==> config.mk <==
export PLATFORM = sky130hd
export DESIGN_NAME = vga_raster_gen
export DESIGN_NICKNAME = d
export VERILOG_FILES = /design/src/rtl/vga_raster_gen.sv
export SDC_FILE = /design/constraint.sdc
export NUM_CORES = 1
export LEC_CHECK = 0
export ABC_AREA = 1
export BUFFER_PORTS_ARGS = -buffer_cell sky130_fd_sc_hd__buf_2
export CAP_MARGIN = 20
export CORE_MARGIN = 1
export CORE_UTILIZATION = 40
export CTS_BUF_LIST = sky130_fd_sc_hd__clkbuf_16
export CTS_CLUSTER_DIAMETER = 80
export DETAILED_ROUTE_END_ITERATION = 6
export PLACE_DENSITY = 0.67
export SLEW_MARGIN = 20
export SYNTH_ARGS = -nofsm -noshare
export SYNTH_HDL_FRONTEND = slang
export SYNTH_SLANG_ARGS = --single-unit
export TNS_END_PERCENT = 10
==> constraint.sdc <==
create_clock -name clk -period 5.02 [get_ports clk]
set_clock_uncertainty 0.05 [all_clocks]
set_input_delay 0.753 -clock clk [delete_from_list [all_inputs] [get_ports clk]]
set_output_delay 0.753 -clock clk [all_outputs]
set_load 0.02 [all_outputs]
==> src/rtl/vga_raster_gen.sv <==
// rtl/vga_raster_gen.sv - VGA raster/timing generator with latency-aligned registered DAC outputs
// Optional colour-bar source enabled by `define VGA_RASTER_TEST_PATTERN_EN (adds tp_sel input).
module vga_raster_gen #(
  parameter int   H_ACTIVE    = 640,
  parameter int   H_FP        = 16,
  parameter int   H_SYNC      = 96,
  parameter int   H_BP        = 48,
  parameter int   V_ACTIVE    = 480,
  parameter int   V_FP        = 10,
  parameter int   V_SYNC      = 2,
  parameter int   V_BP        = 33,
  parameter logic HS_POL      = 1'b0,
  parameter logic VS_POL      = 1'b0,
  parameter int   PIX_LATENCY = 0
) (
  input  logic        clk,
  input  logic        reset,
  input  logic        pix_en,
`ifdef VGA_RASTER_TEST_PATTERN_EN
  input  logic        tp_sel,
`endif
  output logic [12:0] row,
  output logic [12:0] col,
  input  logic [7:0]  pix_R,
  input  logic [7:0]  pix_G,
  input  logic [7:0]  pix_B,
  output logic [7:0]  o_VGA_R,
  output logic [7:0]  o_VGA_G,
  output logic [7:0]  o_VGA_B,
  output logic        o_VGA_HS,
  output logic        o_VGA_VS,
  output logic        o_VGA_BLANK_N,
  output logic        o_VGA_SYNC_N,
  output logic        frame_start
);

  localparam int H_TOTAL = H_ACTIVE + H_FP + H_SYNC + H_BP;
  localparam int V_TOTAL = V_ACTIVE + V_FP + V_SYNC + V_BP;

  localparam logic [12:0] H_LAST   = 13'(H_TOTAL - 1);
  localparam logic [12:0] V_LAST   = 13'(V_TOTAL - 1);
  localparam logic [12:0] H_ACT    = 13'(H_ACTIVE);
  localparam logic [12:0] V_ACT    = 13'(V_ACTIVE);
  localparam logic [12:0] H_SYNC_S = 13'(H_ACTIVE + H_FP);
  localparam logic [12:0] H_SYNC_E = 13'(H_ACTIVE + H_FP + H_SYNC);
  localparam logic [12:0] V_SYNC_S = 13'(V_ACTIVE + V_FP);
  localparam logic [12:0] V_SYNC_E = 13'(V_ACTIVE + V_FP + V_SYNC);

`ifdef VGA_RASTER_TEST_PATTERN_EN
  localparam int FW = 7;
  localparam logic [12:0] BAR_W = 13'(H_ACTIVE / 8);
`else
  localparam int FW = 4;
`endif

  logic [12:0] h_cnt_q, h_cnt_d;
  logic [12:0] v_cnt_q, v_cnt_d;

  always_comb begin
    h_cnt_d = h_cnt_q;
    v_cnt_d = v_cnt_q;
    if (pix_en) begin
      if (h_cnt_q == H_LAST) begin
        h_cnt_d = '0;
        v_cnt_d = (v_cnt_q == V_LAST) ? 13'd0 : v_cnt_q + 13'd1;
      end else begin
        h_cnt_d = h_cnt_q + 13'd1;
      end
    end
  end

  always_ff @(posedge clk or posedge reset) begin
    if (reset) begin
      h_cnt_q <= '0;
      v_cnt_q <= '0;
    end else begin
      h_cnt_q <= h_cnt_d;
      v_cnt_q <= v_cnt_d;
    end
  end

  assign row = v_cnt_q;
  assign col = h_cnt_q;

  logic active_raw, hs_raw, vs_raw, first_raw;
  assign active_raw = (h_cnt_q < H_ACT) && (v_cnt_q < V_ACT);
  assign hs_raw     = (h_cnt_q >= H_SYNC_S) && (h_cnt_q < H_SYNC_E);
  assign vs_raw     = (v_cnt_q >= V_SYNC_S) && (v_cnt_q < V_SYNC_E);
  assign first_raw  = (h_cnt_q == 13'd0) && (v_cnt_q == 13'd0);

  logic [FW-1:0] fl_cur, fl_dly;
`ifdef VGA_RASTER_TEST_PATTERN_EN
  // Bar index rides the same delay line so the bars line up with live pixels.
  logic [2:0] bar_raw;
  assign bar_raw = 3'(h_cnt_q / BAR_W);
  assign fl_cur  = {bar_raw, first_raw, vs_raw, hs_raw, active_raw};
`else
  assign fl_cur  = {first_raw, vs_raw, hs_raw, active_raw};
`endif

  generate
    if (PIX_LATENCY == 0) begin : g_nodly
      assign fl_dly = fl_cur;
    end else begin : g_dly
      // Cleared to all-zero so reset bubbles emerge as black with idle syncs.
      logic [FW-1:0] sr_q [PIX_LATENCY];
      always_ff @(posedge clk or posedge reset) begin
        if (reset) begin
          for (int i = 0; i < PIX_LATENCY; i++) sr_q[i] <= '0;
        end else if (pix_en) begin
          sr_q[0] <= fl_cur;
          for (int i = 1; i < PIX_LATENCY; i++) sr_q[i] <= sr_q[i-1];
        end
      end
      assign fl_dly = sr_q[PIX_LATENCY-1];
    end
  endgenerate

  logic active_d, hs_dly, vs_dly, first_d;
  assign active_d = fl_dly[0];
  assign hs_dly   = fl_dly[1];
  assign vs_dly   = fl_dly[2];
  assign first_d  = fl_dly[3];

  logic [7:0] r_d, g_d, b_d;
  logic       hs_d, vs_d;

  always_comb begin
    r_d = 8'h00;
    g_d = 8'h00;
    b_d = 8'h00;
    if (active_d) begin
`ifdef VGA_RASTER_TEST_PATTERN_EN
      if (tp_sel) begin
        r_d = {8{fl_dly[6]}};
        g_d = {8{fl_dly[5]}};
        b_d = {8{fl_dly[4]}};
      end else
`endif
      begin
        r_d = pix_R;
        g_d = pix_G;
        b_d = pix_B;
      end
    end
    hs_d = hs_dly ? HS_POL : ~HS_POL;
    vs_d = vs_dly ? VS_POL : ~VS_POL;
  end

  logic [7:0] r_q, g_q, b_q;
  logic       hs_q, vs_q, blank_n_q, sync_n_q, frame_start_q;

  always_ff @(posedge clk or posedge reset) begin
    if (reset) begin
      r_q           <= 8'h00;
      g_q           <= 8'h00;
      b_q           <= 8'h00;
      hs_q          <= ~HS_POL;
      vs_q          <= ~VS_POL;
      blank_n_q     <= 1'b0;
      sync_n_q      <= 1'b0;
      frame_start_q <= 1'b0;
    end else if (pix_en) begin
      r_q           <= r_d;
      g_q           <= g_d;
      b_q           <= b_d;
      hs_q          <= hs_d;
      vs_q          <= vs_d;
      blank_n_q     <= active_d;
      sync_n_q      <= 1'b0;
      frame_start_q <= first_d;
    end
  end

  assign o_VGA_R       = r_q;
  assign o_VGA_G       = g_q;
  assign o_VGA_B       = b_q;
  assign o_VGA_HS      = hs_q;
  assign o_VGA_VS      = vs_q;
  assign o_VGA_BLANK_N = blank_n_q;
  assign o_VGA_SYNC_N  = sync_n_q;
  assign frame_start   = frame_start_q;

endmodule

Word-level counts from Yosys, hierarchy flattened
Cells that the tools add are included.
W data, S select, Z words.
{"block": "word_totals", "reg_bits": 54, "out_inout_bits": 55}
{"block": "classes", "add_sub_neg": 2, "n_lt_le_gt_ge": 6, "n_eq_ne": 2, "n_mux": 7, "n_reduce_logical": 7}
{"operator": "$add A13 B1 Y13 const B", "n": 2}
{"operator": "$eq A13 B10 Y1 const B", "n": 2}
{"operator": "$logic_not A13 Y1", "n": 2}
{"operator": "$lt A13 B10 Y1 const B", "n": 2}
{"operator": "$lt A13 B9 Y1 const B", "n": 2}
{"operator": "$mux W13", "n": 2}
{"operator": "$mux W8", "n": 3}
{"operator": "$ge A13 B10 Y1 const B", "n": 1}
{"operator": "$ge A13 B9 Y1 const B", "n": 1}
{"operator": "$logic_and A1 B1 Y1", "n": 4}
{"operator": "$mux W1", "n": 2}
{"operator": "$reduce_and A2 Y1", "n": 1}

Depth between registers and ports, before layout
Gate-level depths: netlist of run 1.
{"block": "logic_depth", "depth_word": 3, "mapped_depth": 8}

Worst setup path before layout of run 1
Ideal clock, no wire load.
{"block": "synth_timing", "kind": "input -> register", "startpoint": "in pix_en", "endpoint": "reg g_q[0] (netlist: o_VGA_G[0])", "setup_ns": 0.074, "t_arrival_ns": 1.422, "required_ns": 4.896, "slack_ns": 3.474, "path_stages": 5, "path_buffers": 2, "path_cell_list": "inv_2 buf_2 clkbuf_1 nand2_1 o21ai_2"}
{"element": "start, declared", "line_no": "18", "text": "input logic pix_en,"}
{"element": "end signal, assigned", "line_no": "165", "text": "g_q <= g_d;"}
{"element": "end, declared", "line_no": "150", "text": "logic [7:0] r_q, g_q, b_q;"}

==> results of run 1 <==
worst paths after layout:
| path | startpoint | endpoint | slack [ns] | depth (start not counted) |
|---|---|---|---|---|
| worst min register to register | o_VGA_G[6]$_DFFE_PP0P_ | o_VGA_G[6]$_DFFE_PP0P_ | 0.43 | 2 |
| max in group asynchronous | reset | col[4]$_DFFE_PP0P_ | 3.87 | 3 |
| worst max-delay path | pix_en | o_VGA_B[7]$_DFFE_PP0P_ | 2.67 | 5 |
| min in group asynchronous | reset | o_VGA_B[3]$_DFFE_PP0P_ | 0.59 | 3 |
| worst min-delay path | o_VGA_G[6]$_DFFE_PP0P_ | o_VGA_G[6]$_DFFE_PP0P_ | 0.43 | 2 |
| worst max register to register | row[11]$_DFFE_PP0P_ | o_VGA_B[7]$_DFFE_PP0P_ | 3.05 | 5 |
layout by cell type, fill, tap and decap left out:
cell,instances
o21ai_0,12
a41oi_1,1
dfstp_2,2
xnor2_1,2
a21oi_1,1
nor3_2,3
nand3_2,3
nand3_1,24
nand4_1,10
clkinvlp_4,1
o21ai_2,27
or2_2,1
xor2_1,7
nand2_1,91
o21bai_1,1
buf_2,80
nor4_1,1
nor2_1,35
conb_1,1
o21ai_1,3
buf_4,1
dfrtp_1,52
ha_1,4
clkbuf_16,5
nor2_2,2
nor3_1,8
nor3b_1,1
inv_1,52
inv_2,5
a31oi_1,1
inv_6,1
clkinv_1,1
critical path, stage by stage:
cell	delay, ns
buf_2	0.24
inv_2	0.29
nor2_2	0.24
nand3_2	0.56
o21ai_0	0.38
power by group through the flow:
stage / clock network [mW] / registers (mW) / logic (mW)
after floorplan: 0 / 0.697 / 0.216
after global placement: 0 / 0.611 / 0.449
after detailed placement: 0 / 0.610 / 0.456
after CTS: 0.356 / 0.602 / 0.458
after global routing: 0.376 / 0.615 / 0.500
final: 0.345 / 0.603 / 0.453
metal layers:
layer  vias up  part of all wire (%)  global-route usage, %  routed length [um]
met4         0                  0.87                   3.73                  57
met5         -                     0                      0                   0
met1      1186                    45                   23.8                2970
met2        62                    49                   31.4                3210
li1       1296                     -                      -                   -
met3         5                   4.9                   3.98                 321
registers in the layout, summed over array words and instances (netlist names):
| register | cells |
|---|---|
| o_VGA_R | 8 |
| o_VGA_BLANK_N | 1 |
| frame_start | 1 |
| o_VGA_HS | 1 |
| o_VGA_G | 8 |
| o_VGA_VS | 1 |
| row | 13 |
| col | 13 |
| o_VGA_B | 8 |
area by class of cell:
cell class | count | area share, %
multi-input cells | 239 | 36.0
repair buffers | 81 | 11.7
clock inverters | 3 | 0.572
inverters | 57 | 6.11
flip-flops and latches | 54 | 38.7
well taps | 96 | 3.43
clock buffers | 5 | 3.57
logic make-up (layout without fill, tap and decap cells):
family | Yosys count | in the layout
other | 1 | 1
DFF | 54 | 54
adders and majority gates | 4 | 4
and+or+nand+nor | 179 | 179
AOI/OAI and AO/OA | 46 | 46
buffers and inverters | 66 | 146
xor gates and xnor gates | 9 | 9
==> out/qor.yml, run 1 <==
logic_synthesis:
  synth_top_family_by_area: "simple AND/OR/NAND/NOR gates"
  synthTopCellsByArea: "dfrtp_1, nand2_1, o21ai_2, inv_1, nor2_1"
  synth_commonest_cells: "nand2_1, inv_1, dfrtp_1"
  synthMuxAreaShare_pct: 0
  ys_seq_area_share_pct: 46.7
  synthCells: 359
  synth_edf_count: 0
  synthesis.nets: 390
  yosys_warnings: 0
  async_flop_share_pct: 100
  synthDistinctLibCells: 30
  synth.avg_cell_area_um2: 8.07
  synth_ff_type: "dfrtp_1"
  synth_compound_area_share_pct: 11.7
  synth_area_mm2: 0.00290
  ys_seq_elements: 54
  synth_simple_gate_area_share_pct: 27.2
  synth_top_cell_area_share_pct: 44.9
  synth_most_common_cell: "nand2_1"
  yosysTopAreaCell: "dfrtp_1"
  synth_xor_xnor_area_share_pct: 2.72
  synth_fa_ha_area_share_pct: 1.73
placed_design:
  place_congestion: 0.895
  dpl.hpwl_um: 4860
  place_area_mm2: 0.00336
  place.detailed.instances: 527
  io_buffers: 80
  dp_slack_ns: 2.35
power_and_ir_drop:
  p_per_area_mw_per_mm2: 400
  power_frac_clock_pct: 24.6
  internal_power_uw: 847
  leakage_nw: 1.90
  netSwitchingFraction_pct: 39.6
  p_seq_share_pct: 43.0
  p_comb_share_pct: 32.3
  power.switching_uw: 554
  power_mw: 1.40
  peakVddDrop_uv: 168
floorplan:
  die_h_um: 87.1
  fp-row-count: 30
  die-area_mm2: 0.00759
  die_w_um: 87.1
  initial_core_util_pct: 42.0
  ios: 82
  core_mm2: 0.00691
sta:
  min_period_ns: 2.35
  hold_viol: 0
  fin_crit_sh_pct: 46.8
  slew_headroom_pct: 54.3
  fin_setup_tns_ns: 0
  worstMarginPinSlew_ns: 0.685
  worst_hold_slack_ns: 0.429
  setup_slack_ns: 2.67
  setup_viol: 0
  clock.fmax_ghz: 0.426
  rsz0062_at_grt: "no"
  slew_viol_final: 0
clock_tree:
  clk_pin_slew_ns: 0.07
  cts_tree: "done"
  clockRootBuffer: "clkbuf_16"
  clk_latency_ns: 0.29
  holdBufCountCts: 0
  clockBufferDepth: 2
  cts_resized: 0
  cts.sinks: 54
  cts_setup_buffers: 0
  htree_levels: 2
  cts_buffers: 5
routing:
  via_count: 2549
  avgViaCountPerCell: 4.76
  drt_wl_total_um: 6550
  post_drt_wl_per_cell_um: 12.2
  ant_nets: 0
  drc: 0
  drtPass1Iterations: 4
  drt-initial-drc-count: 84
critical_path:
  start_kind: "input port"
  critPathCaptureType: "flip-flop"
  required_ns: 5.16
  worstPathMaxFanout: 32
  arrival_ns: 2.48
  crit_type: "input port to flip-flop"
global_route:
  grt_max_degree: 55
  grt_antenna_before_repair: 0
  grt_overflow: 0
  track_usage_pct: 18.3
  grt_pass1_wl_um: 11000
  grt_pass1_vias: 2342
layout:
  nets: 469
  final_util_pct: 50.7
  drive_gt1_share_pct: 29.8
  design_area_mm2: 0.00350
  layout.cells.non_filler: 535
  n_antenna_cell: 0
  ff_latch_area_mm2: 0.00135
  nFillCells: 700
  area.growth.synth_to_final_pct: 20.8
  multiInputGateArea_mm2: 0.00126
job:
  drv_cap: 0
worst_hold_path:
  hp-class: "flip-flop to flip-flop"
outcome:
  status: "completed"
Power figures use the tool's default switching activity.
==> run 2, diff against run 1 <==
- clock period: 5.02 -> 2.5 ns (I/O delays scaled with it)
==> run 2 against run 1 <==
Against the previous run: die area stayed put; critical path type is now flip-flop to flip-flop; cell count up 0.56%; critical endpoint unchanged; largest power group unchanged; hold slack lost 0.17 ns; final area is 1.5% higher; flip-flop and latch count unchanged; power up 110%.
==> out/qor.yml, run 2 (same netlist as run 1, synthesis figures left out) <==
worst_hold_path:
  min_to: "o_VGA_R[4]$_DFFE_PP0P_"
  hp-class: "input port to flip-flop"
  hp-start: "pix_R[4]"
  hold_path_depth: 3
layout:
  area.growth.synth_to_final_pct: 22.6
  nets: 472
  nFillCells: 744
  final_common_cell: "nand2_1"
  ff_latch_area_mm2: 0.00135
  n_antenna_cell: 0
  multiInputGateArea_mm2: 0.00126
  drive_gt1_share_pct: 30.3
  final_cell_mix: "nand2_1, buf_2, inv_1, dfrtp_1, nor2_1"
clock_tree:
  cts_tree: "done"
  clk_pin_slew_ns: 0.07
  cts.sinks: 54
  htree_levels: 2
  clockRootBuffer: "clkbuf_16"
  clockBufferDepth: 2
  clk_latency_ns: 0.29
  cts_resized: 0
  cts_setup_buffers: 0
  cts_buffers: 5
global_route:
  grt_max_degree: 32
  grt_overflow: 0
  grt_pass1_wl_um: 11100
  grt_pass1_vias: 2360
  grt_antenna_before_repair: 0
  track_usage_pct: 18.8
critical_path:
  arrival_ns: 2.11
  r2r_end: "o_VGA_B[7]$_DFFE_PP0P_"
  critPathCaptureType: "flip-flop"
  reg2reg_setup_slack_ns: 0.54
  worstPathMaxFanout: 25
  crit_type: "flip-flop to flip-flop"
  required_ns: 2.65
  worstSetupStartpoint: "row[11]$_DFFE_PP0P_"
  start_kind: "flip-flop"
  worstRegToRegCells: 5
  reg2reg_from: "row[11]$_DFFE_PP0P_"
placed_design:
  dpl.hpwl_um: 4940
  place_congestion: 0.894
  io_buffers: 80
floorplan:
  ios: 82
  core_mm2: 0.00691
  die_w_um: 87.1
  die-area_mm2: 0.00759
  initial_core_util_pct: 42.0
  die_h_um: 87.1
  fp-row-count: 30
routing:
  ant_nets: 0
  drt-initial-drc-count: 101
  drc: 0
  drtPass1Iterations: 5
  avgViaCountPerCell: 4.78
  drt_wl_total_um: 6640
  via_count: 2573
  post_drt_wl_per_cell_um: 12.3
sta:
  min_period_ns: 1.96
  clock.fmax_ghz: 0.509
  rsz0062_at_grt: "no"
  slew_headroom_pct: 54.3
  fin_crit_sh_pct: 78.6
  hold_viol: 0
  slew_viol_final: 0
  fin_setup_tns_ns: 0
  worstMarginPinSlew_ns: 0.685
  setup_viol: 0
power_and_ir_drop:
  peakVddDrop_uv: 416
  leakage_nw: 1.93
  power_mw: 2.93
  p_per_area_mw_per_mm2: 825
outcome:
  status: "completed"
job:
  drv_cap: 0
[run 2: changes by cell type in the layout (fill, tap and decap cells not counted)]
| cell | delta |
|---|---|
| inv_6 | +1 |
| bufinv_16 | +1 |
| clkinv_1 | -1 |
| buf_4 | +2 |
| clkinvlp_4 | -1 |
| dlygate4sd3_1 | +1 |
[run 2: per-layer routing]
metal	GRT usage (%)	vias to the layer above	wire, um
li1	-	1295	-
met1	24.7	1211	3010
met2	31.8	60	3280
met3	3.70	7	268
met4	4.92	0	75
met5	0	-	0
[run 2: repair_timing]
| action | 4_1_cts | 5_1_grt |
|---|---|---|
| setup endpoints to repair | 0 | 0 |
| hold buffers | 1 | 0 |
| hold endpoints to repair | 5 | 0 |
[run 2: per-stage QoR]
step           instance area, um^2  util, %  std cells  setup WS [ns]  hold WS, ns
6_report                      3550     51.4        538          0.536        0.263
5_1_grt                       3550     51.4        538          0.328        0.259
4_1_cts                       3550     51.4        538          0.487        0.258
3_5_place_dp                  3370     48.8        529          0.483        0.235
3_3_place_gp                  3370     48.8        529          0.579        0.236
2_1_floorplan                 2900        -        359          0.764        0.466
[run 2: worst max-delay path by stage]
stage                                   endpoint  slack (ns)
final                     o_VGA_B[7]$_DFFE_PP0P_        0.54
after global placement    o_VGA_R[7]$_DFFE_PP0P_        0.58
after detailed placement  o_VGA_B[7]$_DFFE_PP0P_        0.48
after global routing      o_VGA_R[7]$_DFFE_PP0P_        0.33
after CTS                 o_VGA_B[7]$_DFFE_PP0P_        0.49
after floorplan               col[0]$_DFFE_PP0P_        0.76
[run 2: final cells by class]
| cell class | count | share of cell area [%] |
|---|---|---|
| Clock inverter | 3 | 1.34 |
| Timing Repair Buffer | 84 | 12.2 |
| Tap cell | 96 | 3.38 |
| Multi-Input combinational cell | 239 | 35.5 |
| Inverter | 57 | 6.02 |
| Sequential cell | 54 | 38.1 |
| Clock buffer | 5 | 3.52 |
[run 2: power breakdown]
group	internal [mW]	switching, mW	leakage [nW]
registers	1.04	0.161	0.712
clock network	0.481	0.339	0.0848
logic	0.292	0.619	1.13
total	1.81	1.12	1.93
[run 2: critical path: stages (launching register included)]
cell     delay, ns
dfrtp_1       0.43
nor2_1        0.16
nand3_1       0.10
nor2_2        0.16
nand3_2       0.56
o21ai_0       0.38
